$ cat src/rtl/spi_cmd_decoder_if.sv
// ---------------------------------------------------------------------------
// spi_cmd_decoder_if
// Byte-level link between the SPI slave shifter and the command decoder.
//   rx_byte  : received MOSI byte (shifter -> decoder)
//   rx_valid : one-cycle strobe, rx_byte valid (shifter -> decoder)
//   tx_byte  : byte to preload into the MISO shifter (decoder -> shifter)
//   tx_load  : one-cycle strobe, tx_byte updated (decoder -> shifter)
// Modports: master = shifter side, slave = decoder side.
// ---------------------------------------------------------------------------
interface spi_cmd_decoder_if;
    logic [7:0] rx_byte;
    logic       rx_valid;
    logic [7:0] tx_byte;
    logic       tx_load;

    modport master (output rx_byte, output rx_valid, input tx_byte, input tx_load);
    modport slave  (input rx_byte, input rx_valid, output tx_byte, output tx_load);
endinterface

$ cat src/rtl/spi_cmd_decoder.sv
// ---------------------------------------------------------------------------
// spi_cmd_decoder
// Decodes one-byte-per-frame SPI commands into pitch/yaw PWM duty and
// direction registers, returns snapshotted encoder counts as MISO bytes and
// issues a soft-reset pulse.
//
// Ports:
//   clk, rst_n            : system clock, asynchronous active-low reset
//   io_spi (slave)        : rx_byte/rx_valid in, tx_byte/tx_load out
//   i_pitch_count         : pitch encoder count (CNT_W bits)
//   i_yaw_count           : yaw encoder count (CNT_W bits)
//   o_pitch_duty/o_pitch_dir, o_yaw_duty/o_yaw_dir : motor controls
//   o_soft_reset          : one-cycle pulse on 0xFF opcode
//   o_cmd_error           : sticky, set by an unknown opcode
//   o_busy                : high while a command is in progress
//
// Optional feature macro: DUTY_CLAMP_EN
//   defined   -> committed duty values above MAX_DUTY are written as MAX_DUTY
//   undefined -> committed duty values are written unmodified
// ---------------------------------------------------------------------------
module spi_cmd_decoder #(
    parameter int unsigned DUTY_W   = 16,
    parameter int unsigned CNT_W    = 16,
    parameter int unsigned TIMEOUT  = 1024,
    parameter logic [15:0] MAX_DUTY = 16'hFFFF
) (
    input  logic              clk,
    input  logic              rst_n,
    spi_cmd_decoder_if.slave  io_spi,
    input  logic [CNT_W-1:0]  i_pitch_count,
    input  logic [CNT_W-1:0]  i_yaw_count,
    output logic [DUTY_W-1:0] o_pitch_duty,
    output logic              o_pitch_dir,
    output logic [DUTY_W-1:0] o_yaw_duty,
    output logic              o_yaw_dir,
    output logic              o_soft_reset,
    output logic              o_cmd_error,
    output logic              o_busy
);

    localparam int unsigned TW = (TIMEOUT > 1) ? $clog2(TIMEOUT) : 1;
    localparam logic [TW-1:0] TMO_LAST = TW'(TIMEOUT - 1);

    typedef enum logic [3:0] {
        S_IDLE, S_P_DIR, S_P_HI, S_P_LO,
        S_Y_DIR, S_Y_HI, S_Y_LO, S_GET_HI, S_GET_LO
    } state_t;

    state_t            r_state,      w_state_nx;
    logic [TW-1:0]     r_tmo,        w_tmo_nx;
    logic [15:0]       r_shadow,     w_shadow_nx;
    logic              r_stg_dir,    w_stg_dir_nx;
    logic [7:0]        r_stg_hi,     w_stg_hi_nx;
    logic [7:0]        r_tx_byte,    w_tx_byte_nx;
    logic              r_tx_load,    w_tx_load_nx;
    logic [DUTY_W-1:0] r_pitch_duty, w_pitch_duty_nx;
    logic              r_pitch_dir,  w_pitch_dir_nx;
    logic [DUTY_W-1:0] r_yaw_duty,   w_yaw_duty_nx;
    logic              r_yaw_dir,    w_yaw_dir_nx;
    logic              r_soft_reset, w_soft_reset_nx;
    logic              r_cmd_error,  w_cmd_error_nx;

    logic [15:0]       w_pitch_ext;
    logic [15:0]       w_yaw_ext;
    logic [15:0]       w_commit;
    logic [DUTY_W-1:0] w_duty;

    assign w_pitch_ext = 16'(i_pitch_count);
    assign w_yaw_ext   = 16'(i_yaw_count);
    assign w_commit    = {r_stg_hi, io_spi.rx_byte};

    // Duty written at commit: truncated to DUTY_W, optionally clamped.
    always_comb begin
        w_duty = w_commit[DUTY_W-1:0];
`ifdef DUTY_CLAMP_EN
        if (16'(w_commit[DUTY_W-1:0]) > MAX_DUTY)
            w_duty = MAX_DUTY[DUTY_W-1:0];
`endif
    end

    always_comb begin
        w_state_nx      = r_state;
        w_tmo_nx        = r_tmo;
        w_shadow_nx     = r_shadow;
        w_stg_dir_nx    = r_stg_dir;
        w_stg_hi_nx     = r_stg_hi;
        w_tx_byte_nx    = r_tx_byte;
        w_tx_load_nx    = 1'b0;
        w_pitch_duty_nx = r_pitch_duty;
        w_pitch_dir_nx  = r_pitch_dir;
        w_yaw_duty_nx   = r_yaw_duty;
        w_yaw_dir_nx    = r_yaw_dir;
        w_soft_reset_nx = 1'b0;
        w_cmd_error_nx  = r_cmd_error;

        if (io_spi.rx_valid) begin
            // A byte always wins over a simultaneous timeout expiry.
            w_tmo_nx = '0;
            case (r_state)
                S_IDLE: begin
                    case (io_spi.rx_byte)
                        8'hFF: begin
                            w_soft_reset_nx = 1'b1;
                            w_pitch_duty_nx = '0;
                            w_pitch_dir_nx  = 1'b0;
                            w_yaw_duty_nx   = '0;
                            w_yaw_dir_nx    = 1'b0;
                            w_cmd_error_nx  = 1'b0;
                        end
                        8'h11: w_state_nx = S_P_DIR;
                        8'h21: w_state_nx = S_Y_DIR;
                        8'h12: begin
                            w_shadow_nx  = w_pitch_ext;
                            w_tx_byte_nx = w_pitch_ext[15:8];
                            w_tx_load_nx = 1'b1;
                            w_state_nx   = S_GET_HI;
                        end
                        8'h22: begin
                            w_shadow_nx  = w_yaw_ext;
                            w_tx_byte_nx = w_yaw_ext[15:8];
                            w_tx_load_nx = 1'b1;
                            w_state_nx   = S_GET_HI;
                        end
                        8'h00: ;
                        default: w_cmd_error_nx = 1'b1;
                    endcase
                end
                S_P_DIR: begin
                    w_stg_dir_nx = io_spi.rx_byte[0];
                    w_state_nx   = S_P_HI;
                end
                S_Y_DIR: begin
                    w_stg_dir_nx = io_spi.rx_byte[0];
                    w_state_nx   = S_Y_HI;
                end
                S_P_HI: begin
                    w_stg_hi_nx = io_spi.rx_byte;
                    w_state_nx  = S_P_LO;
                end
                S_Y_HI: begin
                    w_stg_hi_nx = io_spi.rx_byte;
                    w_state_nx  = S_Y_LO;
                end
                S_P_LO: begin
                    w_pitch_duty_nx = w_duty;
                    w_pitch_dir_nx  = r_stg_dir;
                    w_state_nx      = S_IDLE;
                end
                S_Y_LO: begin
                    w_yaw_duty_nx = w_duty;
                    w_yaw_dir_nx  = r_stg_dir;
                    w_state_nx    = S_IDLE;
                end
                S_GET_HI: begin
                    w_tx_byte_nx = r_shadow[7:0];
                    w_tx_load_nx = 1'b1;
                    w_state_nx   = S_GET_LO;
                end
                S_GET_LO: begin
                    w_tx_byte_nx = 8'h00;
                    w_tx_load_nx = 1'b1;
                    w_state_nx   = S_IDLE;
                end
                default: w_state_nx = S_IDLE;
            endcase
        end else if (r_state != S_IDLE) begin
            if (r_tmo == TMO_LAST) begin
                w_state_nx   = S_IDLE;
                w_tmo_nx     = '0;
                w_stg_dir_nx = 1'b0;
                w_stg_hi_nx  = '0;
                w_tx_byte_nx = 8'h00;
                w_tx_load_nx = 1'b1;
            end else begin
                w_tmo_nx = r_tmo + 1'b1;
            end
        end
    end

    always_ff @(posedge clk or negedge rst_n) begin
        if (!rst_n) begin
            r_state      <= S_IDLE;
            r_tmo        <= '0;
            r_shadow     <= '0;
            r_stg_dir    <= 1'b0;
            r_stg_hi     <= '0;
            r_tx_byte    <= '0;
            r_tx_load    <= 1'b0;
            r_pitch_duty <= '0;
            r_pitch_dir  <= 1'b0;
            r_yaw_duty   <= '0;
            r_yaw_dir    <= 1'b0;
            r_soft_reset <= 1'b0;
            r_cmd_error  <= 1'b0;
        end else begin
            r_state      <= w_state_nx;
            r_tmo        <= w_tmo_nx;
            r_shadow     <= w_shadow_nx;
            r_stg_dir    <= w_stg_dir_nx;
            r_stg_hi     <= w_stg_hi_nx;
            r_tx_byte    <= w_tx_byte_nx;
            r_tx_load    <= w_tx_load_nx;
            r_pitch_duty <= w_pitch_duty_nx;
            r_pitch_dir  <= w_pitch_dir_nx;
            r_yaw_duty   <= w_yaw_duty_nx;
            r_yaw_dir    <= w_yaw_dir_nx;
            r_soft_reset <= w_soft_reset_nx;
            r_cmd_error  <= w_cmd_error_nx;
        end
    end

    assign io_spi.tx_byte = r_tx_byte;
    assign io_spi.tx_load = r_tx_load;
    assign o_pitch_duty   = r_pitch_duty;
    assign o_pitch_dir    = r_pitch_dir;
    assign o_yaw_duty     = r_yaw_duty;
    assign o_yaw_dir      = r_yaw_dir;
    assign o_soft_reset   = r_soft_reset;
    assign o_cmd_error    = r_cmd_error;
    assign o_busy         = (r_state != S_IDLE);

endmodule

$ cat src/flat_wrapper.sv
// flat-port wrapper written by rule: the top's interface ports become plain ports
module spi_cmd_decoder_flat 
#(
    parameter int unsigned DUTY_W   = 16,
    parameter int unsigned CNT_W    = 16,
    parameter int unsigned TIMEOUT  = 1024,
    parameter logic [15:0] MAX_DUTY = 16'hFFFF
)
  (clk, rst_n, i_pitch_count, i_yaw_count, o_pitch_duty, o_pitch_dir, o_yaw_duty, o_yaw_dir, o_soft_reset, o_cmd_error, o_busy, io_spi_rx_byte, io_spi_rx_valid, io_spi_tx_byte, io_spi_tx_load);
  spi_cmd_decoder_if io_spi_i ();
  input  logic clk;
  input  logic rst_n;
  input  logic [CNT_W-1:0] i_pitch_count;
  input  logic [CNT_W-1:0] i_yaw_count;
  output logic [DUTY_W-1:0] o_pitch_duty;
  output logic o_pitch_dir;
  output logic [DUTY_W-1:0] o_yaw_duty;
  output logic o_yaw_dir;
  output logic o_soft_reset;
  output logic o_cmd_error;
  output logic o_busy;
  input wire logic [$bits(io_spi_i.rx_byte)-1:0] io_spi_rx_byte;
  input wire logic [$bits(io_spi_i.rx_valid)-1:0] io_spi_rx_valid;
  output wire logic [$bits(io_spi_i.tx_byte)-1:0] io_spi_tx_byte;
  output wire logic [$bits(io_spi_i.tx_load)-1:0] io_spi_tx_load;
  assign io_spi_i.rx_byte = io_spi_rx_byte;
  assign io_spi_i.rx_valid = io_spi_rx_valid;
  assign io_spi_tx_byte = io_spi_i.tx_byte;
  assign io_spi_tx_load = io_spi_i.tx_load;
  spi_cmd_decoder #(.DUTY_W(DUTY_W), .CNT_W(CNT_W), .TIMEOUT(TIMEOUT), .MAX_DUTY(MAX_DUTY)) u_core (.clk(clk), .rst_n(rst_n), .io_spi(io_spi_i), .i_pitch_count(i_pitch_count), .i_yaw_count(i_yaw_count), .o_pitch_duty(o_pitch_duty), .o_pitch_dir(o_pitch_dir), .o_yaw_duty(o_yaw_duty), .o_yaw_dir(o_yaw_dir), .o_soft_reset(o_soft_reset), .o_cmd_error(o_cmd_error), .o_busy(o_busy));
endmodule
$ cat config.mk
export PLATFORM = sky130hd
export DESIGN_NAME = spi_cmd_decoder_flat
export DESIGN_NICKNAME = d
export VERILOG_FILES = /design/src/rtl/spi_cmd_decoder_if.sv /design/src/rtl/spi_cmd_decoder.sv /design/src/flat_wrapper.sv
export SDC_FILE = /design/constraint.sdc
export NUM_CORES = 1
export LEC_CHECK = 0
export ABC_AREA = 1
export CAP_MARGIN = 10
export CORE_MARGIN = 3
export CORE_UTILIZATION = 51
export DETAILED_ROUTE_END_ITERATION = 12
export HOLD_SLACK_MARGIN = 0.02
export PLACE_DENSITY_LB_ADDON = 0.15
export SLEW_MARGIN = 20
export SYNTH_ARGS = -nofsm -noshare
export SYNTH_HDL_FRONTEND = slang
export SYNTH_SLANG_ARGS = --single-unit
$ cat constraint.sdc
create_clock -name clk -period 1.99 [get_ports clk]
set_clock_uncertainty 0.2 [all_clocks]
set_input_delay 0.597 -clock clk [delete_from_list [all_inputs] [get_ports clk]]
set_output_delay 0.597 -clock clk [all_outputs]
set_load 0.03 [all_outputs]
==> qor.yml, run 1 <==
timing:
  finalMaxSlewViolations: 0
  max_freq_mhz: 511.4
  finalHoldViolCount: 0
  fin_crit_sh_pct: 98.26
  relSlewSlack_pct: 73.37
  whs_ps: 47.88
  period_minus_slack_ps: 1955
  finalSetupViolCount: 0
  tightest_slew_ps: 399.5
floorplan:
  dieHeight_um: 94.29
  die_w_um: 94.29
  fp.coreArea_sq_mm: 0.007408
  dieArea_sq_mm: 0.008890
  io-pin-count: 89
  start_util_pct: 53.66
  rows: 31
setup_path:
  path_class: "flip-flop to primary output"
  cp_cell_sequence: "nor2_4, nand2_4, buf_6"
  critPathCaptureType: "primary output"
  critical_path.max_fanout: 4
  critical_path_arrival_ps: 1160
  start_kind: "flip-flop"
  slowest_delay_ps: 440
  required_ps: 1190
  crit_family: "flip-flops"
  path_buf_inv: 1
  critical-path-slowest-cell: "dfrtp_2"
place:
  place.detailed.hpwl_mm: 7.484
  dp.cells: 728
  place_congestion: 0.8309
  io_buffers: 88
global_routing:
  overflow: 0
  grt_usage_pct: 24.56
  grt_pass1_wl_mm: 17.08
  antenna_found_initial: 0
  grt_pass1_vias: 3830
  grt_max_degree: 77
routing:
  ant_nets: 0
  drt-initial-drc-count: 164
  drt-total-wl_mm: 10.49
  drt_pass1_iterations: 4
  vias: 3984
  vias_per_cell: 5.270
  drc_errors: 0
  wl_per_cell_um: 13.88
clocking:
  htreeDepth: 3
  cts_hold_buf: 0
  cts_sinks: 76
  root_buffer: "clkbuf_8"
  clock_latency_ps: 350
  path_clk_slew_ps: 80
  clk_path_buf_depth: 2
  cts_buffers: 9
  cts_tree: "built"
job:
  maxCapViolations: 0
synth:
  syn_avg_cell_area_sq_um: 7.674
  ys_ff_latch: 76
  synth_top_area_cell: "dfrtp_1"
  synth.top_cell.area_share_pct: 47.84
  netlist_instances: 518
  synth_fp_nets: 562
  yosysWarnings: 0
  seq_area_frac_synth_pct: 47.84
  synth_area_leaders: "dfrtp_1, nand2_1, nand3_1, inv_1, nor2_1"
  synth_area_sq_mm: 0.003975
  synth_cell_types: 31
outcome:
  run_status: "completed"
power:
  p_per_area_mw_per_mm2: 1017
  leakagePower_uw: 0.003164
  vdd_drop_max_mv: 0.5996
finish:
  final_cells: 756
  num_antenna_cells: 0
  syn_to_final_growth_pct: 40.26
  drive_above_1_share_pct: 16.29
  nets: 696
worst_hold_path:
  hold_path_class: "primary input to asynchronous set/reset pin"
-- routing by layer --
layer / track usage, % / up-vias / wire length, um
li1: - / 1949 / -
met1: 28.46 / 1888 / 4213
met2: 43.68 / 117 / 5446
met3: 4.968 / 30 / 510
met4: 10.59 / 0 / 323
met5: 0 / - / 0
-- cells in the mapped netlist --
| master | number |
|---|---|
| clkbuf_1 | 4 |
| o21ai_0 | 3 |
| buf_6 | 2 |
| nand4_1 | 6 |
| nand3b_1 | 10 |
| nor2_2 | 4 |
| nand2_1 | 159 |
| xor2_1 | 2 |
| and3_1 | 1 |
| nand3_4 | 1 |
| nand3_1 | 109 |
| o21bai_1 | 1 |
| nor2_4 | 3 |
| inv_4 | 1 |
| nor3_4 | 1 |
| o21ai_1 | 6 |
| buf_2 | 13 |
| dfrtp_1 | 76 |
| ha_1 | 1 |
| nor2_1 | 34 |
| inv_2 | 6 |
| buf_4 | 1 |
| nand4_4 | 1 |
| a21oi_1 | 15 |
| o21ai_2 | 1 |
| nand3_2 | 2 |
| inv_1 | 42 |
| nand2_4 | 2 |
| nand2_2 | 5 |
| o41ai_1 | 1 |
| nor3_1 | 5 |
-- where the power goes --
part	internal [uW]	leakage, uW	switching [uW]
clock network	701	0.000109	575
logic	871	0.00206	1390
registers	1890	0.000990	242
-- sequential cells by signal, summed over array words and instances, names as in the netlist, 4 cells and up --
register / flops
u_core.o_yaw_duty: 16
u_core.r_shadow: 8
u_core.r_tmo: 10
u_core.o_pitch_duty: 16
u_core.r_stg_hi: 8
u_core.r_state: 4
u_core.io_spi.tx_byte: 8
-- area by class of cell --
class / count / area (sq um)
tap: 99 / 123.9
clock inverter: 7 / 91.34
fill: 574 / 1833
sequential: 76 / 1904
multi-input combinational: 373 / 1817
timing repair buffer: 143 / 1329
clock buffer: 9 / 123.9
inverter: 49 / 186.4
-- placed cells by master (no fill, tap or decap), types with 2 or more instances in the layout --
master,instances
nor2_1,31
dlymetal6s2s_1,5
nor2_4,6
dfrtp_2,2
clkinv_2,3
nor3_1,5
buf_12,6
buf_4,48
a21oi_1,15
o21ai_1,7
nand3_2,2
nand3b_1,10
nand2_2,3
nand2_4,5
bufinv_16,2
nand2_1,158
o21ai_0,2
nor2_2,4
clkbuf_8,9
nand4_1,6
dlygate4sd2_1,47
buf_6,3
xor2_1,2
dfrtp_1,74
nand3_1,109
clkdlybuf4s50_1,33
inv_2,7
inv_1,41
-- kinds of logic (layout without fill, tap and decap cells) --
group	count (synthesis)	in the layout	synth area share (%)
fa+ha+maj	1	1	0.3147
xor+xnor	2	2	0.4407
simple gates	343	343	40.29
flops	76	76	47.84
compound gates	27	27	3.651
buf+inv	69	208	7.460
-- timing repair --
| action | 4_1_cts | 5_1_grt |
|---|---|---|
| pin swaps | 3 | 5 |
| hold endpoints to repair | 0 | 0 |
| resized for setup | 60 | 11 |
| setup endpoints to repair | 101 | 36 |
| setup buffers | 6 | 6 |
| gates cloned | 0 | 0 |
-- per-stage QoR --
stage	power (uW)	setup WS, ps	area (sq um)	utilization [%]	TNS [ps]
4_1_cts	5551	0.3648	5494	74.16	0
3_5_place_dp	4288	-524.3	5250	70.87	-27770
5_1_grt	6014	-4.627	5575	75.26	-4.627
3_3_place_gp	4225	-460.7	5250	70.87	-24990
6_report	5668	34.60	5575	75.26	0
2_1_floorplan	3400	75.95	3975	-	0
-- final timing paths --
kind	start	end	slack, ps	depth (start not counted)
max in group asynchronous	rst_n	u_core.r_state[0]$_DFFE_PN0P_	1200	2
hold reg to reg	u_core.o_yaw_duty[13]$_DFFE_PN0P_	u_core.o_yaw_duty[13]$_DFFE_PN0P_	300	2
hold / removal	rst_n	u_core.o_pitch_dir$_DFFE_PN0P_	50	2
setup / recovery	u_core.r_state[1]$_DFFE_PN0P_	o_busy	30	3
min in group clk	u_core.o_yaw_duty[13]$_DFFE_PN0P_	u_core.o_yaw_duty[13]$_DFFE_PN0P_	300	2
setup reg to reg	u_core.r_state[0]$_DFFE_PN0P_	u_core.r_stg_hi[7]$_DFFE_PN0P_	150	11
Power figures use the tool's default switching activity.
==> run 2: changes to the inputs <==
--- a/config.mk
+++ b/config.mk
@@ -9,6 +9,7 @@
 export CAP_MARGIN = 10
 export CORE_MARGIN = 3
 export CORE_UTILIZATION = 51
+export CTS_CLUSTER_SIZE = 25
 export DETAILED_ROUTE_END_ITERATION = 12
 export HOLD_SLACK_MARGIN = 0.02
 export PLACE_DENSITY_LB_ADDON = 0.15
==> results of run 2 <==
The final DEF is identical to that of run 1; final timing and power are the same.
==> run 3: changes to the inputs <==
--- a/config.mk
+++ b/config.mk
@@ -13,7 +13,6 @@
 export DETAILED_ROUTE_END_ITERATION = 12
 export HOLD_SLACK_MARGIN = 0.02
 export PLACE_DENSITY_LB_ADDON = 0.15
-export SLEW_MARGIN = 20
 export SYNTH_ARGS = -nofsm -noshare
 export SYNTH_HDL_FRONTEND = slang
 export SYNTH_SLANG_ARGS = --single-unit
==> results of run 3 <==
The final DEF is identical to that of run 1; final timing and power are the same.
